File: src/rtl/mem_req_arbiter_pkg.sv
// Shared opcodes, FSM/owner encodings and the MU access descriptor for the memory request arbiter.
package mem_req_arbiter_pkg;

  localparam logic [6:0] LD_TYPE = 7'b0000011;
  localparam logic [6:0] S_TYPE  = 7'b0100011;

  localparam logic [1:0] ARB_IDLE  = 2'd0;
  localparam logic [1:0] ARB_ISSUE = 2'd1;
  localparam logic [1:0] ARB_WAIT  = 2'd2;
  localparam logic [1:0] ARB_DRAIN = 2'd3;

  localparam logic [1:0] OWN_NONE = 2'd0;
  localparam logic [1:0] OWN_IF   = 2'd1;
  localparam logic [1:0] OWN_LSB  = 2'd2;

  // Instruction fetches are always a full word read.
  localparam logic [2:0] FETCH_OP = 3'b010;

  typedef struct packed {
    logic        wr;
    logic [31:0] addr;
    logic [2:0]  op;
    logic [31:0] wdata;
  } mu_desc_t;

  function automatic mu_desc_t fetch_desc(input logic [31:0] pc);
    mu_desc_t d;
    d.wr    = 1'b0;
    d.addr  = pc;
    d.op    = FETCH_OP;
    d.wdata = 32'd0;
    return d;
  endfunction

  function automatic mu_desc_t lsb_desc(input logic [6:0]  op_type,
                                        input logic [2:0]  op,
                                        input logic [31:0] addr,
                                        input logic [31:0] wdata);
    mu_desc_t d;
    d.wr    = (op_type == S_TYPE);
    d.addr  = addr;
    d.op    = op;
    d.wdata = wdata;
    return d;
  endfunction

endpackage

File: src/rtl/mem_grant_sel.sv
// Combinational grant selection: LSB has priority unless IF has been starved for STARVE_LIMIT grants.
module mem_grant_sel #(
  parameter int STARVE_LIMIT = 4,
  parameter int CNT_W        = 3
) (
  input  logic             if_req,
  input  logic             lsb_req,
  input  logic [CNT_W-1:0] starve_cnt,
  input  logic             flush,
  output logic             grant_if,
  output logic             grant_lsb
);

  logic if_starved;
  logic lsb_wins;

  assign if_starved = if_req && (starve_cnt >= CNT_W'(STARVE_LIMIT));
  assign lsb_wins   = lsb_req && !if_starved;

  // A flush cycle in IDLE grants nobody, so a stale request cannot slip past the flush.
  assign grant_lsb  = !flush && lsb_wins;
  assign grant_if   = !flush && if_req && !lsb_wins;

endmodule

File: src/rtl/mem_req_arbiter.sv
// Sequences the byte-serial memory unit between instruction fetch and the load/store buffer.
// One access in flight; ROB flush cancels fetches and loads, issued stores always complete.
module mem_req_arbiter
  import mem_req_arbiter_pkg::*;
#(
  parameter int STARVE_LIMIT = 4,
  parameter int CNT_W        = 3
) (
  input  logic        clk_in,
  input  logic        rst_in,
  input  logic        rdy_in,
  input  logic        rob_clear_up,

  input  logic        if_req,
  input  logic [31:0] if_pc,
  output logic        if_ack,
  output logic        if_done,
  output logic [31:0] if_inst,
  output logic [31:0] if_inst_addr,

  input  logic        lsb_req,
  input  logic [6:0]  lsb_op_type,
  input  logic [2:0]  lsb_op,
  input  logic [31:0] lsb_addr,
  input  logic [31:0] lsb_wdata,
  output logic        lsb_ack,
  output logic        lsb_done,
  output logic        lsb_is_load,
  output logic [31:0] lsb_rdata,

  output logic        mu_start,
  output logic        mu_wr,
  output logic [31:0] mu_addr,
  output logic [2:0]  mu_op,
  output logic [31:0] mu_wdata,
  input  logic        mu_done,
  input  logic [31:0] mu_rdata
);

  logic [1:0]       state_q, state_d;
  logic [1:0]       owner_q, owner_d;
  logic [CNT_W-1:0] starve_cnt_q, starve_cnt_d;
  mu_desc_t         desc_q, desc_d;
  logic             is_load_q, is_load_d;

  logic             mu_start_q, mu_start_d;
  logic             if_ack_q, if_ack_d;
  logic             lsb_ack_q, lsb_ack_d;
  logic             if_done_q, if_done_d;
  logic [31:0]      if_inst_q, if_inst_d;
  logic [31:0]      if_inst_addr_q, if_inst_addr_d;
  logic             lsb_done_q, lsb_done_d;
  logic             lsb_is_load_q, lsb_is_load_d;
  logic [31:0]      lsb_rdata_q, lsb_rdata_d;

  logic             grant_if;
  logic             grant_lsb;
  logic             flush_kill;

  mem_grant_sel #(
    .STARVE_LIMIT (STARVE_LIMIT),
    .CNT_W        (CNT_W)
  ) u_grant_sel (
    .if_req     (if_req),
    .lsb_req    (lsb_req),
    .starve_cnt (starve_cnt_q),
    .flush      (rob_clear_up),
    .grant_if   (grant_if),
    .grant_lsb  (grant_lsb)
  );

  // Fetches and loads are speculative and die on a flush; a store has already committed.
  assign flush_kill = rob_clear_up && ((owner_q == OWN_IF) || !desc_q.wr);

  always_comb begin
    state_d        = state_q;
    owner_d        = owner_q;
    starve_cnt_d   = starve_cnt_q;
    desc_d         = desc_q;
    is_load_d      = is_load_q;
    mu_start_d     = 1'b0;
    if_ack_d       = 1'b0;
    lsb_ack_d      = 1'b0;
    if_done_d      = 1'b0;
    if_inst_d      = 32'd0;
    if_inst_addr_d = if_inst_addr_q;
    lsb_done_d     = 1'b0;
    lsb_is_load_d  = 1'b0;
    lsb_rdata_d    = 32'd0;

    case (state_q)
      ARB_IDLE: begin
        if (!if_req) begin
          starve_cnt_d = '0;
        end
        if (grant_lsb) begin
          desc_d     = lsb_desc(lsb_op_type, lsb_op, lsb_addr, lsb_wdata);
          is_load_d  = (lsb_op_type == LD_TYPE);
          owner_d    = OWN_LSB;
          state_d    = ARB_ISSUE;
          mu_start_d = 1'b1;
          lsb_ack_d  = 1'b1;
          if (if_req && (starve_cnt_q < CNT_W'(STARVE_LIMIT))) begin
            starve_cnt_d = starve_cnt_q + CNT_W'(1);
          end
        end else if (grant_if) begin
          desc_d       = fetch_desc(if_pc);
          is_load_d    = 1'b0;
          owner_d      = OWN_IF;
          state_d      = ARB_ISSUE;
          mu_start_d   = 1'b1;
          if_ack_d     = 1'b1;
          starve_cnt_d = '0;
        end
      end

      ARB_ISSUE: begin
        state_d = flush_kill ? ARB_DRAIN : ARB_WAIT;
      end

      ARB_WAIT: begin
        if (flush_kill) begin
          // A flush arriving with mu_done swallows the result outright.
          if (mu_done) begin
            state_d = ARB_IDLE;
            owner_d = OWN_NONE;
          end else begin
            state_d = ARB_DRAIN;
          end
        end else if (mu_done) begin
          state_d = ARB_IDLE;
          owner_d = OWN_NONE;
          if (owner_q == OWN_IF) begin
            if_done_d      = 1'b1;
            if_inst_d      = mu_rdata;
            if_inst_addr_d = desc_q.addr;
          end else begin
            lsb_done_d    = 1'b1;
            lsb_is_load_d = is_load_q;
            lsb_rdata_d   = is_load_q ? mu_rdata : 32'd0;
          end
        end
      end

      ARB_DRAIN: begin
        if (mu_done) begin
          state_d = ARB_IDLE;
          owner_d = OWN_NONE;
        end
      end

      default: begin
        state_d = ARB_IDLE;
        owner_d = OWN_NONE;
      end
    endcase
  end

  always_ff @(posedge clk_in) begin
    if (rst_in) begin
      state_q        <= ARB_IDLE;
      owner_q        <= OWN_NONE;
      starve_cnt_q   <= '0;
      desc_q         <= '0;
      is_load_q      <= 1'b0;
      mu_start_q     <= 1'b0;
      if_ack_q       <= 1'b0;
      lsb_ack_q      <= 1'b0;
      if_done_q      <= 1'b0;
      if_inst_q      <= 32'd0;
      if_inst_addr_q <= 32'd0;
      lsb_done_q     <= 1'b0;
      lsb_is_load_q  <= 1'b0;
      lsb_rdata_q    <= 32'd0;
    end else if (rdy_in) begin
      state_q        <= state_d;
      owner_q        <= owner_d;
      starve_cnt_q   <= starve_cnt_d;
      desc_q         <= desc_d;
      is_load_q      <= is_load_d;
      mu_start_q     <= mu_start_d;
      if_ack_q       <= if_ack_d;
      lsb_ack_q      <= lsb_ack_d;
      if_done_q      <= if_done_d;
      if_inst_q      <= if_inst_d;
      if_inst_addr_q <= if_inst_addr_d;
      lsb_done_q     <= lsb_done_d;
      lsb_is_load_q  <= lsb_is_load_d;
      lsb_rdata_q    <= lsb_rdata_d;
    end
  end

  assign if_ack       = if_ack_q;
  assign if_done      = if_done_q;
  assign if_inst      = if_inst_q;
  assign if_inst_addr = if_inst_addr_q;
  assign lsb_ack      = lsb_ack_q;
  assign lsb_done     = lsb_done_q;
  assign lsb_is_load  = lsb_is_load_q;
  assign lsb_rdata    = lsb_rdata_q;
  assign mu_start     = mu_start_q;
  assign mu_wr        = desc_q.wr;
  assign mu_addr      = desc_q.addr;
  assign mu_op        = desc_q.op;
  assign mu_wdata     = desc_q.wdata;

endmodule

File: config.mk
export PLATFORM = sky130hd
export DESIGN_NAME = mem_req_arbiter
export DESIGN_NICKNAME = d
export VERILOG_FILES = /design/src/rtl/mem_req_arbiter_pkg.sv /design/src/rtl/mem_grant_sel.sv /design/src/rtl/mem_req_arbiter.sv
export SDC_FILE = /design/constraint.sdc
export NUM_CORES = 1
export LEC_CHECK = 0
export CELL_PAD_IN_SITES_DETAIL_PLACEMENT = 1
export CELL_PAD_IN_SITES_GLOBAL_PLACEMENT = 1
export CORE_MARGIN = 2
export CORE_UTILIZATION = 30
export DETAILED_ROUTE_END_ITERATION = 8
export GPL_TIMING_DRIVEN = 0
export MAX_ROUTING_LAYER = met4
export PLACE_DENSITY = 0.77
export SLEW_MARGIN = 5
export SYNTH_ARGS = -nofsm -noshare
export SYNTH_HDL_FRONTEND = slang
export SYNTH_SLANG_ARGS = --single-unit
File: constraint.sdc
create_clock -name clk_in -period 1.8 [get_ports clk_in]
set_input_delay 0.36 -clock clk_in [delete_from_list [all_inputs] [get_ports clk_in]]
set_output_delay 0.36 -clock clk_in [all_outputs]
set_load 0.01 [all_outputs]
==> summary.txt <==
FMAX -> 570.0 MHz
Worst hold path depth -> 4
CP max-delay cell -> clkdlybuf4s50_1
Placed Area -> 10270 sq um
Syn-to-layout area delta -> 62.56%
Mapped Cells -> 721
FF-to-FF End -> starve_cnt_q[2]$_SDFFE_PP0P_
Sequential standard cell area -> 3563 sq um
Post-DP HPWL -> 20260 um
Most common cell in the netlist -> dfxtp_1
Root buffer cell -> clkbuf_16
Internal Pwr Total -> 0.006487 W
Final Hold Fails -> 0
Net Switching -> 0.002474 W
CTS max path bufs -> 2
Ys async rst share -> 0
Filler cells -> 2543
Clock sinks -> 178
IO Port Bufs -> 311
Largest cells by area after synthesis -> dfxtp_1 52%, a22o_1 8.2%, a21oi_1 5.4%
Chip width -> 154.5 um
Final nets -> 1204
R2R cell count -> 5
Power share of the combinational group -> 0.124
I/O pins -> 315
Row count -> 55
First-pass GRT wire length -> 41880 um
Syn avg cell area -> 9.428 sq um
WL final -> 27420 um
Reg power frac -> 0.456
Largest net degree at the start of global routing -> 21
H-tree Lvls -> 4
Leakage power -> 3.849 nW
Synthesis Warnings -> 0
Worst-path maximum fanout -> 10
Yosys reg bits -> 178
FF-to-FF Start -> state_q[1]$_SDFFE_PP0P_
Status -> finished, final reports clean
CP bufs+invs -> 3
Core box area -> 22430 sq um
Arrival @ worst endpoint -> 2.08 ns
Share of cells above drive strength 1 -> 0.09057
Net Sw Frac -> 0.2761
Final slew viol count -> 0
CTS tree -> built
Cell-by-cell trace of the critical path -> clkdlybuf4s50_1 > nor2b_1 > buf_2 > clkbuf_2 > nand3_1 > a311oi_1
RSZ-0062 raised after global routing -> yes
Gr ovfl total -> 0
Worst Hold Class -> in2reg
Slew HR -> 0.5837
Antenna-violating nets left -> 0
Hold worst-path end -> starve_cnt_q[1]$_SDFFE_PP0P_
Top cells by count, synth -> 178 x dfxtp_1, 74 x a21oi_1, 71 x o21ai_0
Final Instance Area -> 11050 sq um
Global Route Usage Sum -> 0.2295
Setup CP Type -> in2reg
Starting density of the core -> 0.3030
Wirelength per Cell -> 20.21 um
Critical Path Source Type -> primary input
CP max stage delay -> 0.55 ns
Vias in the first global route -> 7308
Clock Skew -> 0.01613 ns
Via density -> 5.239
Worst VDD drop -> 0.5136 mV
Syn Std Cell Area -> 6798 sq um
Sequential fraction of the synthesis area -> 0.5242
Setup slack, reg-to-reg -> 0.06 ns
First DRT Iteration DRCs -> 400
Area of the multi-input gates -> 2935 sq um
Net Count, Synth -> 867
Leading area contributor after synthesis -> dfxtp_1
Die area -> 23880 sq um
Antenna violations before repair -> 1
Slew @ Worst Pin -> 0.6244 ns
DRC -> 0
Required @ worst endpoint -> 2.13 ns
Share of Yosys cell area claimed by the top area cell type -> 0.5242
CTS clk-pin slew, worst paths -> 0.08 ns
Vias -> 7109
Setup Viol. Count Final -> 0
Fin crit share -> 0.9747
Total of max-cap violations -> 0
Total Power -> 0.008961 W
First-pass detailed-route iteration total -> 4
CTS buffer count -> 17
CP endpoint kind -> flop
Min-delay src -> if_req
Number of enable flip-flop cells after synthesis -> 0
Worst skew pair latency -> 0.43 ns
Placer Congestion -> 0.8235
Min cycle time layout -> 1.754 ns
Distinct cell type count of the synthesized netlist -> 42
Setup TNS -> 0 ns
Die height -> 154.5 um
CP top delay family -> buffers and inverters
Commonest register cell after synthesis -> dfxtp_1
Pwr/cell area -> 810.9 nW/um^2
Clk pwr share -> 0.420
-- cell usage in the layout (no fill, tap or decap), types with 2 or more instances in the layout --
cell             count
nand2_1             70
nor2b_1              6
and2_1               2
buf_4               12
clkdlybuf4s50_1    307
buf_2                6
dfxtp_1            178
nand2b_1             4
nand3_1             35
o21ai_0             70
clkbuf_16           17
inv_1                3
mux2i_1             32
dlymetal6s2s_1       2
o21a_1               2
clkbuf_4             8
inv_8                6
or4_1                2
inv_6                3
clkinv_8             3
nand4_1             36
nor2_1               3
buf_6                3
dlygate4sd2_1        2
clkbuf_1            35
a311oi_1            32
clkbuf_2            23
a22o_1              64
nor4_4               2
a21oi_1             73
o211ai_1             3
-- per-stage QoR --
stage | util | hold WS, ns | cells | setup WS [ns]
detailed placement | 0.4577 | 0.4440 | 1317 | -0.7899
CTS | 0.4898 | 0.3523 | 1358 | 0.005680
floorplan | - | 0.4533 | 721 | 0.1855
global placement | 0.4577 | 0.4338 | 1317 | -0.7564
global route | 0.4926 | 0.3972 | 1357 | -0.03103
finish | 0.4926 | 0.3802 | 1357 | 0.04553
-- registers in the layout, indices dropped and copies added (netlist names) --
register      count
if_inst          32
if_inst_addr     32
lsb_rdata        32
mu_addr          32
mu_wdata         32
mu_op             3
starve_cnt_q      3
owner_q           2
state_q           2
if_ack            1
if_done           1
is_load_q         1
lsb_ack           1
lsb_done          1
lsb_is_load       1
mu_start          1
mu_wr             1
-- worst max-delay path by stage --
stage	startpoint	end	cells after the start
CTS	rob_clear_up	mu_addr[24]$_SDFFE_PP0P_	5
global placement	rdy_in	mu_wdata[28]$_SDFFE_PP0P_	6
global route	lsb_req	mu_addr[24]$_SDFFE_PP0P_	6
detailed placement	rdy_in	mu_wdata[28]$_SDFFE_PP0P_	6
finish	lsb_req	mu_addr[8]$_SDFFE_PP0P_	6
floorplan	state_q[1]$_SDFFE_PP0P_	starve_cnt_q[1]$_SDFFE_PP0P_	5
-- repair_timing --
| action | in CTS | in global routing |
|---|---|---|
| hold buffers | 0 | 0 |
| hold endpoints to repair | 0 | 0 |
| pin swaps | 3 | 0 |
| resized for setup | 22 | 49 |
| buffers inserted | 9 | 0 |
| endpoints found under the setup margin | 168 | 115 |
-- worst reg2reg max path: stages (launching register included) --
cell	delay (ns)
dfxtp_1	0.31
buf_6	0.13
or3b_4	0.40
buf_6	0.15
or4_1	0.54
a21oi_2	0.15
-- power by group through the flow --
| stage | sequential [W] | combinational (W) | clock, W |
|---|---|---|---|
| final | 0.00409 | 0.00111 | 0.00376 |
| after floorplan | 0.00420 | 0.000373 | 0 |
| after global placement | 0.00418 | 0.00106 | 0 |
| after CTS | 0.00409 | 0.00110 | 0.00386 |
| after detailed placement | 0.00418 | 0.00107 | 0 |
| after global routing | 0.00410 | 0.00119 | 0.00402 |
-- layout make-up --
class | count | share of cell area
Multi-Input combinational cell | 458 | 0.2656
Antenna cell | 1 | 0.0002264
Sequential cell | 178 | 0.3225
Inverter | 4 | 0.001359
Timing Repair Buffer | 320 | 0.2880
Buffer | 79 | 0.03589
Tap cell | 285 | 0.03227
Clock inverter | 15 | 0.01563
Clock buffer | 17 | 0.03850
-- layer usage --
layer / routed length [um] / global-route usage / up-vias
met3: 1210 / 0.03755 / 39
met4: 628 / 0.08069 / 0
li1: - / - / 3363
met2: 13350 / 0.3695 / 235
met1: 12240 / 0.2930 / 3472
met5: 0 / - / -
-- cells by family (layout without fill, tap and decap cells) --
group,count (synthesis),count (layout),synth area share
other,0,1,0
buffers and inverters,85,435,0.05098
muxes,32,32,0.04712
adders and majority gates,1,1,0.001840
and+or+nand+nor,169,169,0.1268
AOI/OAI and AO/OA,256,256,0.2490
DFF,178,178,0.5242
Power figures use the tool's default switching activity.
==> edit (same settings) <==
`CNT_W` is set to 3 in 2 places; all go to 6.
--- a/src/rtl/mem_grant_sel.sv
+++ b/src/rtl/mem_grant_sel.sv
@@ -1,7 +1,7 @@
 // Combinational grant selection: LSB has priority unless IF has been starved for STARVE_LIMIT grants.
 module mem_grant_sel #(
   parameter int STARVE_LIMIT = 4,
-  parameter int CNT_W        = 3
+  parameter int CNT_W        = 6
 ) (
   input  logic             if_req,
   input  logic             lsb_req,
--- a/src/rtl/mem_req_arbiter.sv
+++ b/src/rtl/mem_req_arbiter.sv
@@ -4,7 +4,7 @@
   import mem_req_arbiter_pkg::*;
 #(
   parameter int STARVE_LIMIT = 4,
-  parameter int CNT_W        = 3
+  parameter int CNT_W        = 6
 ) (
   input  logic        clk_in,
   input  logic        rst_in,
Formal check against the unedited RTL: no difference found for any inputs over 4 cycles, from zero or initial values and one cycle with rst_in high; that may be too few to reach the edited logic, so the function may still have changed.
==> edit against the unedited design <==
- critical path type is now register to register
- setup slack worse by 6.5 ps
- routed wire length fell by 16%
- first-iteration DRC count fell by 59%
- register-to-register slack got worse by 20 ps
- area after synthesis is 5.2% lower
- power fell by 1.6%
- synthesized cell count shrank 13%
- sequential cell count grew 3
- global-route usage fell by 2.3 points
- final area shrank 4.2%
==> edit: results (changes against the unedited design) <==
run_status:
  outcome: "finished, final reports clean"
logic_synthesis:
  yosysUniqueCellTypes: 44  # +4.8%
  yosys-top-cells-count: "dfxtp_1 (181), nand2_1 (70), a22o_1 (66), a21oi_1 (63), nor2_1 (44)"
  syn-num-nets: 771  # -11%
  synth_area_leaders: "dfxtp_1 (56%), a22o_1 (9.0%), mux2i_1 (5.0%), a21oi_1 (4.9%), o2bb2ai_1 (4.3%)"
  synth_seq_area_share_pct: 56.2  # +3.8 points
global_route:
  grt_usage_pct: 20.6  # -2.3 points
  grt_antenna_before_repair: 4  # +3
  grt_pass1_wl_mm: 35.0  # -17%
  grt_max_degree: 19  # -9.5%
  grt_pass1_vias: 6320  # -14%
drt:
  drt_iter0_drc: 163  # -59%
  wl_per_cell_um: 18.5  # -8.2%
  dr_total_vias: 6029  # -15%
power:
  leakagePower_nw: 4.02  # +4.5%
  irDropWorstVdd_mv: 0.532  # +3.6%
setup_path:
  rr_worst_depth: 6  # +1
  cp.arrival_ps: 2120  # +40 ps
  r2r_end: "if_inst_addr[1]$_SDFFE_PP0P_"
  cp_slowest_stage_delay_ps: 390  # -160 ps
  crit_fanout: 10  # unchanged
  critPathTopFamily: "simple AND/OR/NAND/NOR gates"
  crit_path_start: "state_q[0]$_SDFFE_PP0P_"
  crit_slowest_cell: "dfxtp_1"
  crit_end: "if_inst_addr[1]$_SDFFE_PP0P_"
cells_and_area:
  layout-drive-gt1-share_pct: 8.76  # -0.29 points
  final_nets: 1104  # -8.3%
place:
  gp_congestion: 0.788  # -4.3%
  post-dp-hpwl_mm: 17.5  # -14%
  portBuffers: 313  # +0.64%
  place_ws_ps: -698  # +92.2 ps
timing:
  skew_ps: 13.4  # -2.74 ps
  relSlewSlack_pct: 64.2  # +5.8 points
  final.setup.worst_slack_ps: 39.1  # -6.48 ps
[edit: cell types whose count changed in the layout (fill, tap and decap cells not counted), sizes merged, moves of 33 or more]
cell | unedited run | this run
nand3 | 35 | 2
nor2 | 4 | 46
clkbuf | 83 | 34
o21ai | 71 | 3
nand4 | 36 | 0
[edit: report_power, final]
group | internal [W] | total, W | switching, W
Sequential | 0.00408 | 0.00414 | 0.0000605
Combinational | 0.000536 | 0.000926 | 0.000391
Clock | 0.00197 | 0.00375 | 0.00178
[edit: kinds of logic (layout without fill, tap and decap cells)]
logic type | Yosys count | after routing | synth area share [%]
compound gates | 184 | 184 | 21.2
flops | 181 | 181 | 56.2
simple gates | 170 | 170 | 12.7
buf+inv | 55 | 401 | 4.58
mux | 32 | 32 | 4.97
fa+ha+maj | 2 | 2 | 0.388
other cells | 0 | 4 | 0
[edit: metal layers]
| layer | routed length (um) | up-vias | track usage [%] |
|---|---|---|---|
| met3 | 1590 | 19 | 6.03 |
| met2 | 11400 | 190 | 34.9 |
| met4 | 274 | 0 | 4.95 |
| met5 | 0 | - | - |
| li1 | - | 2891 | - |
| met1 | 9910 | 2929 | 24.1 |
[edit: area by class of cell]
| cell class | count | area [um^2] |
|---|---|---|
| repair buffers | 315 | 3150 |
| fillers | 2374 | 10500 |
| clock inverters | 15 | 164 |
| well taps | 275 | 344 |
| plain buffers | 49 | 294 |
| flip-flops and latches | 181 | 3630 |
| clock buffers | 17 | 425 |
| diodes | 4 | 10.0 |
| multi-input cells | 388 | 2550 |
| inverters | 5 | 18.8 |
[edit: metrics by stage]
stage	TNS (ps)	cells	area, um^2	power [W]	hold WS, ps
after floorplan	0	624	6450	0.00455	458
after global placement	-84240	1212	9920	0.00515	442
after detailed placement	-88340	1212	9920	0.00516	446
after CTS	0	1246	10500	0.00893	456
after global routing	-2860	1249	10600	0.00916	418
final	0	1249	10600	0.00882	393
[edit: repair_timing]
item	in CTS	in global routing
pin swaps	1	0
resized for setup	9	15
setup endpoints to repair	129	131
setup buffers	2	0
[edit: how the worst min path moves through the flow]
stage	startpoint	to	slack, ps	depth (start not counted)
4_1_cts	if_inst_addr[19]$_SDFFE_PP0P_	if_inst_addr[19]$_SDFFE_PP0P_	460	2
3_5_place_dp	if_inst_addr[19]$_SDFFE_PP0P_	if_inst_addr[19]$_SDFFE_PP0P_	450	2
3_3_place_gp	if_inst_addr[23]$_SDFFE_PP0P_	if_inst_addr[23]$_SDFFE_PP0P_	440	2
6_report	lsb_req	lsb_ack$_SDFFE_PP0P_	390	3
5_1_grt	lsb_req	lsb_ack$_SDFFE_PP0P_	420	3
2_1_floorplan	owner_q[0]$_SDFFE_PP0P_	owner_q[0]$_SDFFE_PP0P_	460	2
